<file path="config.mk">
export PLATFORM = sky130hd
export DESIGN_NAME = mprj_io_cfg_loader
export DESIGN_NICKNAME = d
export VERILOG_FILES = /design/src/rtl/mprj_io_cfg_loader.sv
export SDC_FILE = /design/constraint.sdc
export NUM_CORES = 1
export LEC_CHECK = 0
export CAP_MARGIN = 20
export CORE_MARGIN = 2
export CORE_UTILIZATION = 45
export CTS_BUF_LIST = sky130_fd_sc_hd__clkbuf_4 sky130_fd_sc_hd__clkbuf_8
export DETAILED_ROUTE_END_ITERATION = 10
export DONT_BUFFER_PORTS = 1
export GPL_TIMING_DRIVEN = 0
export PLACE_DENSITY = 0.66
export SKIP_LAST_GASP = 1
export SLEW_MARGIN = 20
export SYNTH_ARGS = -nofsm -noshare
export SYNTH_HDL_FRONTEND = slang
export SYNTH_SLANG_ARGS = --single-unit
</file>
<file path="constraint.sdc">
create_clock -name clk -period 5.1 [get_ports clk]
set_input_delay 0.51 -clock clk [delete_from_list [all_inputs] [get_ports clk]]
set_output_delay 0.51 -clock clk [all_outputs]
set_load 0.01 [all_outputs]
</file>
<file path="src/rtl/mprj_io_cfg_loader.sv">
// Streams per-pad config words from the register file into the GPIO serial chain,
// highest pad first and MSB first, then strobes serial_load so all pads switch together.
module mprj_io_cfg_loader #(
    parameter int IO_CNT   = 38,
    parameter int CFG_BITS = 13,
    parameter int CLK_DIV  = 4,
    localparam int AW = (IO_CNT > 1) ? $clog2(IO_CNT) : 1
) (
    input  logic                clk,
    input  logic                resetn,
    input  logic                start,
    input  logic                abort,
    output logic [AW-1:0]       cfg_rd_addr,
    input  logic [CFG_BITS-1:0] cfg_rd_data,
    output logic                busy,
    output logic                done,
    output logic                aborted,
    output logic                serial_clock,
    output logic                serial_data,
    output logic                serial_load
);
    localparam int BW = (CFG_BITS > 1) ? $clog2(CFG_BITS) : 1;
    localparam int DW = $clog2(CLK_DIV + 1);

    localparam logic [AW-1:0] IDX_TOP  = AW'(IO_CNT - 1);
    localparam logic [AW-1:0] IDX_ONE  = AW'(1);
    localparam logic [BW-1:0] BIT_TOP  = BW'(CFG_BITS - 1);
    localparam logic [BW-1:0] BIT_ONE  = BW'(1);
    localparam logic [DW-1:0] DIV_TOP  = DW'(CLK_DIV - 1);
    localparam logic [DW-1:0] DIV_ONE  = DW'(1);

    typedef enum logic [2:0] {IDLE, FETCH, SHIFT_LO, SHIFT_HI, LOAD, FINISH} state_t;

    state_t              state, state_n;
    logic                fetch_ph, fetch_ph_n;
    logic [DW-1:0]       div_cnt, div_n;
    logic [BW-1:0]       bit_cnt, bit_n;
    logic [AW-1:0]       idx, idx_n;
    logic [CFG_BITS-1:0] shreg, shreg_n;
    logic                take_abort;

    always_comb begin
        state_n    = state;
        fetch_ph_n = fetch_ph;
        div_n      = div_cnt;
        bit_n      = bit_cnt;
        idx_n      = idx;
        shreg_n    = shreg;
        take_abort = 1'b0;
        case (state)
            IDLE: begin
                if (start && !abort) begin
                    idx_n      = IDX_TOP;
                    fetch_ph_n = 1'b0;
                    state_n    = FETCH;
                end
            end
            FETCH: begin
                // phase 0 presents the address, phase 1 sees the registered read data
                if (!fetch_ph) begin
                    fetch_ph_n = 1'b1;
                end else begin
                    shreg_n = cfg_rd_data;
                    bit_n   = BIT_TOP;
                    div_n   = DIV_TOP;
                    state_n = SHIFT_LO;
                end
            end
            SHIFT_LO: begin
                if (div_cnt == '0) begin
                    div_n   = DIV_TOP;
                    state_n = SHIFT_HI;
                end else begin
                    div_n = div_cnt - DIV_ONE;
                end
            end
            SHIFT_HI: begin
                if (div_cnt != '0) begin
                    div_n = div_cnt - DIV_ONE;
                end else begin
                    div_n = DIV_TOP;
                    if (bit_cnt != '0) begin
                        shreg_n = shreg << 1;
                        bit_n   = bit_cnt - BIT_ONE;
                        state_n = SHIFT_LO;
                    end else if (idx != '0) begin
                        idx_n      = idx - IDX_ONE;
                        fetch_ph_n = 1'b0;
                        state_n    = FETCH;
                    end else begin
                        state_n = LOAD;
                    end
                end
            end
            LOAD: begin
                if (div_cnt == '0) state_n = FINISH;
                else               div_n   = div_cnt - DIV_ONE;
            end
            FINISH: state_n = IDLE;
            default: state_n = IDLE;
        endcase
        // Once FINISH is reached the chain is already loaded, so abort no longer applies.
        if (abort && state != IDLE && state != FINISH) begin
            state_n    = IDLE;
            take_abort = 1'b1;
        end
    end

    always_ff @(posedge clk or negedge resetn) begin
        if (!resetn) begin
            state        <= IDLE;
            fetch_ph     <= 1'b0;
            div_cnt      <= '0;
            bit_cnt      <= '0;
            idx          <= '0;
            shreg        <= '0;
            cfg_rd_addr  <= '0;
            busy         <= 1'b0;
            done         <= 1'b0;
            aborted      <= 1'b0;
            serial_clock <= 1'b0;
            serial_data  <= 1'b0;
            serial_load  <= 1'b0;
        end else begin
            state        <= state_n;
            fetch_ph     <= fetch_ph_n;
            div_cnt      <= div_n;
            bit_cnt      <= bit_n;
            idx          <= idx_n;
            shreg        <= shreg_n;
            cfg_rd_addr  <= idx_n;
            busy         <= (state_n != IDLE);
            done         <= (state == FINISH);
            aborted      <= take_abort;
            serial_clock <= (state_n == SHIFT_HI);
            serial_load  <= (state_n == LOAD);
            // data only moves while the chain clock is low, giving CLK_DIV cycles of setup/hold
            if (state_n == SHIFT_LO) serial_data <= shreg_n[CFG_BITS-1];
        end
    end
endmodule

</file>
==> reports/results.tsv, run 1 <==
metric	value	unit
Slew HR	0.702	
vias in the first global route	1413	
Final Slew Violations	0	
Mapped Nets	205	
Sw Ratio	0.379	
Num CTS Buffers	5	
later-pin clock latency in the skew report	290	ps
detailed placement HPWL	2.72	mm
clock power share	0.180	
Area Growth Syn to Fin	8.51	%
pwr dens	520	nW/um2
Fill cells	373	
Lkg Pwr	0.921	nW
post-route ant nets	0	
Starting Density	0.475	
post-CTS setup buffers	0	
number of antenna violations at the first check in global routing	0	
Primary FF master, synth	dfrtp_1	
Avg WL per Cell	15.8	um
Clock transition at path regs	70	ps
clk_skew	8.70	ps
Die Span X	69.4	um
worst hold slack	38.2	ps
syn_area_per_cell	10.5	um2
CP Class	reg2reg	
RePlAce Congestion	0.827	
Final Cycle Share	0.414	
crit path DAT	2290	ps
Die Span Y	69.4	um
worst-margin pin slew	447	ps
first-pass GRT wire length	6.47	mm
total wire length	3.82	mm
# setup viols final	0	
post-route setup TNS	0	ps
sequential-to-total area share from yosys stat	0.468	
CP startpoint kind	flip-flop	
DRC violations left	0	
initial DRC count	83	
Sink Count	36	
internal power	675	uW
most common cell after layout, fill and taps aside	dfrtp_1	
pin count of the biggest net entering global routing	37	
Post-Synthesis Cell Area	1930	um2
crit-path max FO	6	
CTS tree	done	
Resized cells post-CTS	0	
Hold Path Class	in2async	
Finished Core Util	0.515	
via density per instance	5.78	
Synth Warn #	0	
PortBufs	0	
RSZ-0062 raised after global routing	no	
core area	4060	um2
1st-pass router iterations	4	
H-tree depth	2	
CTS Root Buffer Type	clkbuf_8	
layout cell share with drive strength beyond 1	0.152	
Final min period	2110	ps
async set-reset flop share out of synthesis	1.00	
post-synthesis cell type count	57	
Psw	411	uW
GRT Overall Usage	0.167	
Hold Fails Final Rpt	0	
Post-synth EDFFs	0	
grt ovf	0	
outcome	complete, no violations	
diode count	0	
Data required, critical path	5280	ps
nets@finish	213	
max_cap viols	0	
clock buffer depth	2	
Vias	1394	
Ports	29	
worst reg2reg setup slack	2990	ps
commonest cells after routing, fill and taps aside	36 x dfrtp_1, 12 x and2_1, 11 x nor2_1, 11 x nand2_1, 11 x a221o_1	
Fmax achieved	0.474	GHz
sequential power share	0.435	
worst vdd ir	246	uV
crit end category	flip-flop	
Synth Register Bits	36	
Die ar.	4820	um2
synthesized instance count	183	
Comb pwr share	0.386	
FP Rows	23	
-- path summary, 6_finish.rpt --
kind	start	endpoint	cells after the start
setup reg to reg	div_cnt[0]	serial_data	7
hold reg to reg	shreg[9]	shreg[10]	1
setup / recovery	div_cnt[0]	serial_data	7
hold / removal	resetn	aborted	1
max in group asynchronous	resetn	serial_load	1
min in group clk	abort	aborted	1
-- flip-flops by register name (all words and copies together), names as in the netlist --
register and cells:
idx 6, aborted 1, done 1, bit_cnt 4, shreg 13, serial_data 1
serial_clock 1, serial_load 1, busy 1, state 3, div_cnt 3, fetch_ph 1
-- per-layer routing --
layer | share of wire | global-route usage | wire length, um
met4 | 0.013 | 0.0523 | 50
met2 | 0.47 | 0.274 | 1810
met3 | 0.062 | 0.0581 | 237
met5 | 0 | 0 | 0
met1 | 0.45 | 0.207 | 1720
-- layout make-up --
| cell class | count | area [um2] | area share |
|---|---|---|---|
| Multi-Input combinational cell | 129 | 945 | 0.452 |
| Sequential cell | 36 | 901 | 0.431 |
| Clock buffer | 6 | 76.3 | 0.0365 |
| Tap cell | 50 | 62.6 | 0.0299 |
| Inverter | 11 | 41.3 | 0.0198 |
| Buffer | 7 | 38.8 | 0.0186 |
| Timing Repair Buffer | 1 | 20.0 | 0.00958 |
| Clock inverter | 1 | 5.00 | 0.00240 |
-- kinds of logic after synthesis --
family / after synthesis / synth area share
flops: 36 / 0.468
buf+inv: 18 / 0.0416
compound gates: 46 / 0.192
simple gates: 68 / 0.214
fa+ha+maj: 6 / 0.0383
xor+xnor: 6 / 0.0273
mux: 3 / 0.0188
-- stage by stage --
stage / worst slack, ps / power (mW) / area, um2 / std cells
detailed placement: 3010 / 0.884 / 1990 / 233
global placement: 3020 / 0.866 / 1990 / 233
global route: 2820 / 1.17 / 2090 / 241
finish: 2990 / 1.09 / 2090 / 241
floorplan: 3220 / 0.792 / 1930 / 183
CTS: 2990 / 1.09 / 2090 / 241
-- worst max-delay path, stage by stage (launching register included) --
cell	delay, ps
dfrtp_1	440
inv_1	100
ha_1	190
and2b_1	280
nand4_1	150
a311oi_2	410
nand2_1	130
mux2_4	310
-- power by group through the flow --
| stage | sequential [mW] | clock (mW) | combinational [mW] |
|---|---|---|---|
| global placement | 0.473 | 0 | 0.393 |
| CTS | 0.472 | 0.200 | 0.419 |
| detailed placement | 0.476 | 0 | 0.408 |
| global route | 0.483 | 0.214 | 0.469 |
| floorplan | 0.453 | 0 | 0.340 |
| finish | 0.472 | 0.195 | 0.419 |
-- cells in the mapped netlist, types with 2 or more instances --
| cell type | instances | area (um2) |
|---|---|---|
| a21boi_0 | 2 | 15.0 |
| a21o_1 | 3 | 22.5 |
| a21oi_1 | 5 | 25.0 |
| a221o_1 | 11 | 110 |
| a31oi_1 | 2 | 12.5 |
| and2_1 | 12 | 75.1 |
| buf_2 | 4 | 20.0 |
| clkbuf_1 | 2 | 7.51 |
| dfrtp_1 | 36 | 901 |
| ha_1 | 5 | 62.6 |
| inv_1 | 10 | 37.5 |
| nand2_1 | 11 | 41.3 |
| nand2b_1 | 4 | 25.0 |
| nand3_1 | 3 | 15.0 |
| nand4_1 | 2 | 12.5 |
| nor2_1 | 11 | 41.3 |
| nor2b_1 | 3 | 18.8 |
| nor3_1 | 6 | 30.0 |
| o2111ai_1 | 2 | 17.5 |
| o211ai_1 | 2 | 15.0 |
| o21ai_0 | 4 | 20.0 |
| o31ai_1 | 3 | 22.5 |
| xor2_1 | 6 | 52.6 |
-- timing repair --
action,4_1_cts,5_1_grt
endpoints found under the setup margin,0,0
hold buffers,1,0
hold endpoints to repair,36,0
(Power assumes the default switching activity.)
==> run 2: changes to the inputs <==
--- a/config.mk
+++ b/config.mk
@@ -12,7 +12,7 @@
 export DETAILED_ROUTE_END_ITERATION = 10
 export DONT_BUFFER_PORTS = 1
 export GPL_TIMING_DRIVEN = 0
-export PLACE_DENSITY = 0.66
+export PLACE_DENSITY = 0.68
 export SKIP_LAST_GASP = 1
 export SLEW_MARGIN = 20
 export SYNTH_ARGS = -nofsm -noshare
==> constraint.sdc (replaced) <==
create_clock -name clk -period 1.9 [get_ports clk]
set_input_delay 0.19 -clock clk [delete_from_list [all_inputs] [get_ports clk]]
set_output_delay 0.19 -clock clk [all_outputs]
set_load 0.01 [all_outputs]
==> run 2 against run 1 <==
Net effect:
- the flow now finishes with violations (negative setup slack)
- critical path type unchanged
- clock skew is 4.4 ps lower
- hold slack worse by 7.1 ps
- first-iteration DRC count is 36% higher
- register-to-register slack worse by 3000 ps
- wire length is 5.7% higher
- cell area is 13% higher
- count of clock-buffer cells in the layout stayed put
- critical path depth is 1 higher
- maximum frequency is 10% higher
- highest routed layer unchanged
==> reports/results.tsv, run 2 (synthesis gave the netlist of run 1 again) <==
metric	value	unit
commonest cells after routing, fill and taps aside	33 x dfrtp_1, 16 x buf_4, 12 x and2_1, 11 x a221o_1	
Data required, critical path	2070	ps
post-route ant nets	0	
Register Area	905	um2
pin count of the biggest net entering global routing	37	
layout cell share with drive strength beyond 1	0.325	
clock buffer depth	2	
worst reg2reg setup slack	-10	ps
Area Growth Syn to Fin	22.1	%
FP Rows	23	
nets@finish	230	
DRC violations left	0	
Die Span Y	69.4	um
Lkg Pwr	1.03	nW
Final Cycle Share	1.01	
first-pass GRT wire length	6.69	mm
max FFs per register	13	
diode count	0	
violated checks	negative setup slack	
total wire length	4.03	mm
Hold Path Class	in2reg	
Hold Fails Final Rpt	0	
Starting Density	0.475	
# setup viols final	3	
Hold Path Depth	1	
internal power	2.16	mW
most common cell after layout, fill and taps aside	dfrtp_1	
reg2reg end	shreg[1]	
Vias	1508	
CTS tree	done	
Regs by FF count	shreg: 13 flops, idx: 6 flops, bit_cnt: 4 flops	
core area	4060	um2
worst-margin pin slew	314	ps
RSZ-0062 raised after global routing	yes	
CP Class	reg2reg	
Final min period	1910	ps
Num CTS Buffers	5	
pre-CTS setup slack	-239	ps
Fmax achieved	0.523	GHz
RR Startpoint	bit_cnt[0]	
Final Power	3.37	mW
clock power share	0.197	
RePlAce Congestion	0.871	
setup ws final	-11.5	ps
initial DRC count	113	
CP startpoint kind	flip-flop	
Avg WL per Cell	15.6	um
Fill cells	333	
Comb pwr share	0.427	
crit-path max FO	5	
H-tree depth	2	
Slew HR	0.791	
PortBufs	0	
crit path DAT	2080	ps
Final Slew Violations	0	
worst vdd ir	874	uV
clk_skew	4.31	ps
reg2reg path depth	8	
number of antenna violations at the first check in global routing	0	
via density per instance	5.82	
Die Span X	69.4	um
Psw	1.21	mW
area of the multi-input gates	1030	um2
Sw Ratio	0.359	
max_cap viols	0	
later-pin clock latency in the skew report	290	ps
Sink Count	36	
worst hold slack	31.1	ps
CTS Root Buffer Type	clkbuf_8	
grt ovf	0	
Die ar.	4820	um2
Worst Hold Path EP	aborted	
hold path startpoint	abort	
vias in the first global route	1519	
detailed placement HPWL	2.73	mm
crit end category	flip-flop	
pwr dens	1430	nW/um2
sequential power share	0.376	
1st-pass router iterations	4	
outcome	finished, violations left	
most flop-heavy register	shreg	
GRT Overall Usage	0.176	
Ports	29	
Clock transition at path regs	70	ps
-- run 2: cell count changes in the layout (fill, tap and decap cells not counted), moves of 2 or more --
cell | before | now
inv_2 | 1 | 7
ha_1 | 5 | 3
a21oi_1 | 5 | 3
dfrtp_1 | 36 | 33
buf_4 | 0 | 16
ha_4 | 0 | 2
a21oi_2 | 1 | 3
inv_1 | 10 | 4
dfrtp_2 | 0 | 3
-- run 2: how the worst max path moves through the flow --
stage	start	to	slack (ps)
floorplan	bit_cnt[0]	shreg[10]	20
global placement	div_cnt[0]	serial_data	-160
detailed placement	div_cnt[0]	serial_data	-240
CTS	div_cnt[0]	serial_data	-10
global route	bit_cnt[0]	shreg[7]	-110
finish	bit_cnt[0]	shreg[1]	-10
-- run 2: layer usage --
layer / GRT usage / part of all wire
met2: 0.306 / 0.50
met1: 0.198 / 0.44
met3: 0.0567 / 0.044
met4: 0.0741 / 0.017
met5: 0 / 0
-- run 2: cell type report --
type / count / share of cell area
Clock buffer: 6 / 0.0325
Inverter: 11 / 0.0176
Tap cell: 50 / 0.0266
Timing Repair Buffer: 18 / 0.0655
Clock inverter: 2 / 0.0149
Multi-Input combinational cell: 129 / 0.440
Sequential cell: 36 / 0.385
Buffer: 7 / 0.0181
-- run 2: repair_timing --
action                                 in CTS  in global routing
endpoints found under the hold margin      36                  0
setup buffers                               9                  6
pin swaps                                   4                  7
cloned                                      1                  0
setup endpoints to repair                  13                 21
hold buffers                                2                  0
gates resized for setup                    15                 20
-- run 2: per-stage QoR --
step	cell area (um2)	util	setup TNS (ps)	std cells
finish	2350	0.579	-15.0	259
global route	2350	0.579	-957	259
CTS	2240	0.553	-21.3	253
detailed placement	1990	0.490	-1500	233
global placement	1990	0.490	-1030	233
floorplan	1930	-	0	183
-- run 2: power groups by stage --
stage,registers (mW),logic (mW),clock network (mW)
floorplan,1.21,0.912,0
global placement,1.26,1.04,0
detailed placement,1.27,1.09,0
CTS,1.26,1.27,0.682
global route,1.30,1.58,0.722
finish,1.27,1.44,0.664
-- run 2: critical path, cell delays in order, from the launching register on --
cell,delay (ps)
dfrtp_1,390
inv_2,80
ha_4,130
or3b_4,410
a21o_1,210
nand2_4,100
nor2_4,50
buf_6,120
a221o_1,290
==> run 3: changes to the inputs <==
--- a/config.mk
+++ b/config.mk
@@ -5,14 +5,15 @@
 export SDC_FILE = /design/constraint.sdc
 export NUM_CORES = 1
 export LEC_CHECK = 0
+export ABC_AREA = 1
 export CAP_MARGIN = 20
 export CORE_MARGIN = 2
-export CORE_UTILIZATION = 45
+export CORE_UTILIZATION = 34
 export CTS_BUF_LIST = sky130_fd_sc_hd__clkbuf_4 sky130_fd_sc_hd__clkbuf_8
 export DETAILED_ROUTE_END_ITERATION = 10
 export DONT_BUFFER_PORTS = 1
 export GPL_TIMING_DRIVEN = 0
-export PLACE_DENSITY = 0.68
+export PLACE_DENSITY = 0.56
 export SKIP_LAST_GASP = 1
 export SLEW_MARGIN = 20
 export SYNTH_ARGS = -nofsm -noshare
==> run 3 against run 2 <==
Net effect:
- the run now ends clean
- non-clock buffer count is 17 lower
- count of clock-buffer cells in the layout is 1 higher
- clock skew is 2.2 ps higher
- sequential power hardly changed
- hold slack better by 6.5 ps
- combinational power hardly changed
- critical endpoint is now serial_data
==> reports/results.tsv, run 3 <==
metric	value	unit
outcome	complete, no violations	
Critical path buffers and inverters	2	
# setup viols final	0	
Most common cell on crit path	nand2_1	
later-pin clock latency in the skew report	290	ps
diode count	0	
post-CTS setup buffers	0	
Final Slew Violations	0	
Synth Warn #	0	
Hold Fails Final Rpt	0	
Mapped Nets	264	
cell taking the most area after synthesis	dfrtp_1	
crit-path max FO	7	
FP Rows	27	
Die Span Y	79.3	um
crit end category	flip-flop	
total wire length	4.11	mm
Post-Layout Inst Area	2150	um2
Die Span X	79.3	um
initial DRC count	71	
Starting Density	0.350	
clk_skew	6.48	ps
Ports	29	
RSZ-0062 raised after global routing	no	
Data required, critical path	2080	ps
Worst path slowest cell	dfrtp_1	
RePlAce Congestion	0.760	
Regs by FF count	shreg: 13 flops, idx: 6 flops, bit_cnt: 4 flops	
nets@finish	273	
most common cell after layout, fill and taps aside	nand2_1	
PortBufs	0	
most flop-heavy register	shreg	
commonest cells after routing, fill and taps aside	57 x nand2_1, 52 x nand3_1, 36 x dfrtp_1, 26 x inv_1, 14 x nor2_1	
core area	5510	um2
synthesized instance count	242	
top cell type's share of synthesized area	0.467	
detailed placement HPWL	2.99	mm
Register Area	901	um2
cell family with most CP delay	simple AND/OR/NAND/NOR gates	
CP startpoint kind	flip-flop	
worst vdd ir	509	uV
CTS tree	done	
area of the multi-input gates	871	um2
top cells by area, synth	dfrtp_1 47%, nand3_1 13%, nand2_1 11%, inv_1 5.1%, ha_1 3.2%	
async set-reset flop share out of synthesis	1.00	
Worst path max stage delay	460	ps
vias in the first global route	1551	
fin cells	324	
worst reg2reg setup slack	250	ps
H-tree depth	2	
Clock transition at path regs	80	ps
post-route ant nets	0	
worst-margin pin slew	406	ps
Area Growth Syn to Fin	11.3	%
Num CTS Buffers	5	
max_cap viols	0	
Fill cells	582	
pin count of the biggest net entering global routing	37	
CTS Root Buffer Type	clkbuf_8	
dpl cell area	2020	um2
Avg WL per Cell	12.7	um
Fmax achieved	0.607	GHz
number of antenna violations at the first check in global routing	0	
Post-Synthesis Cell Area	1930	um2
Placed Cells	314	
Synth Register Bits	36	
DRC violations left	0	
pwr dens	1540	nW/um2
Die ar.	6290	um2
GRT Overall Usage	0.141	
syn_area_per_cell	7.97	um2
post-synthesis cell type count	27	
1st-pass router iterations	4	
CP Class	reg2reg	
critical path cell sequence	inv_2 -> nand2_1 -> nor2_4 -> nand2_2 -> nand3_1 -> nand2_1 -> inv_1 -> nand3_1 -> nand2_1 -> nand2_1	
via density per instance	4.93	
Sink Count	36	
Vias	1598	
Final Cycle Share	0.867	
layout cell share with drive strength beyond 1	0.115	
Slew HR	0.729	
Final min period	1650	ps
grt ovf	0	
Post-synth EDFFs	0	
max FFs per register	13	
first-pass GRT wire length	6.98	mm
Synth top cells by count	57 x nand2_1, 52 x nand3_1, 36 x dfrtp_1	
sequential-to-total area share from yosys stat	0.467	
Primary FF master, synth	dfrtp_1	
clock buffer depth	2	
top-count cell post-synth	nand2_1	
Lkg Pwr	1.06	nW
post-route setup TNS	0	ps
crit path DAT	1820	ps
Hold Path Class	in2reg	
-- run 3: cell types whose count changed in the layout (fill, tap and decap cells not counted), moves of 11 or more --
cell,delta
a221o_1,-11
and2_1,-12
buf_4,-16
inv_1,+22
nand2_1,+47
nand3_1,+49
-- run 3: through the flow --
stage	power [mW]	util	hold WS, ps	setup slack, ps
3_5_place_dp	2.72	0.367	-104	160
2_1_floorplan	2.40	-	-106	427
6_report	3.30	0.390	37.6	253
5_1_grt	3.63	0.390	45.2	34.7
3_3_place_gp	2.70	0.367	-104	159
4_1_cts	3.34	0.390	25.0	129
-- run 3: cell families (layout without fill, tap and decap cells) --
kind of cell / after synthesis / in the layout / share of synthesized area
AND/OR/NAND/NOR: 140 / 140 / 0.329
flip-flops: 36 / 36 / 0.467
adder cells (fa/ha/maj): 5 / 5 / 0.0324
XOR/XNOR: 2 / 2 / 0.00908
buffers and inverters: 36 / 46 / 0.0817
AO/OA/AOI/OAI: 23 / 23 / 0.0804
-- run 3: layout make-up --
class | count | area share
plain buffers | 6 | 0.0215
multi-input cells | 170 | 0.405
flip-flops and latches | 36 | 0.419
repair buffers | 2 | 0.0140
inverters | 30 | 0.0524
well taps | 72 | 0.0419
clock buffers | 7 | 0.0419
clock inverters | 1 | 0.00349
-- run 3: worst paths after layout --
| check | start | to | cells after the start |
|---|---|---|---|
| min in group asynchronous | resetn | idx[0] | 2 |
| hold reg to reg | bit_cnt[1] | bit_cnt[1] | 2 |
| max in group asynchronous | resetn | bit_cnt[3] | 2 |
| setup / recovery | state[2] | serial_data | 10 |
| hold / removal | abort | aborted | 2 |
| setup reg to reg | state[2] | serial_data | 10 |
-- run 3: report_power, final --
group	leakage [nW]	internal [mW]	switching [mW]
Sequential	0.456	1.06	0.228
Combinational	0.556	0.490	0.933
Clock	0.0479	0.309	0.279
Total	1.06	1.86	1.44
-- run 3: per-layer routing --
metal / vias up / GRT usage / part of all wire / wire length, um
li1: 812 / - / - / -
met1: 760 / 0.171 / 0.47 / 1930
met2: 21 / 0.239 / 0.47 / 1950
met3: 5 / 0.0489 / 0.045 / 186
met4: 0 / 0.0362 / 0.011 / 46
met5: - / 0 / 0 / 0
-- run 3: what timing repair did --
| action | CTS | global route |
|---|---|---|
| hold buffers | 2 | 0 |
| hold endpoints to repair | 36 | 0 |
| setup endpoints to repair | 0 | 2 |
| gates resized for setup | 0 | 2 |
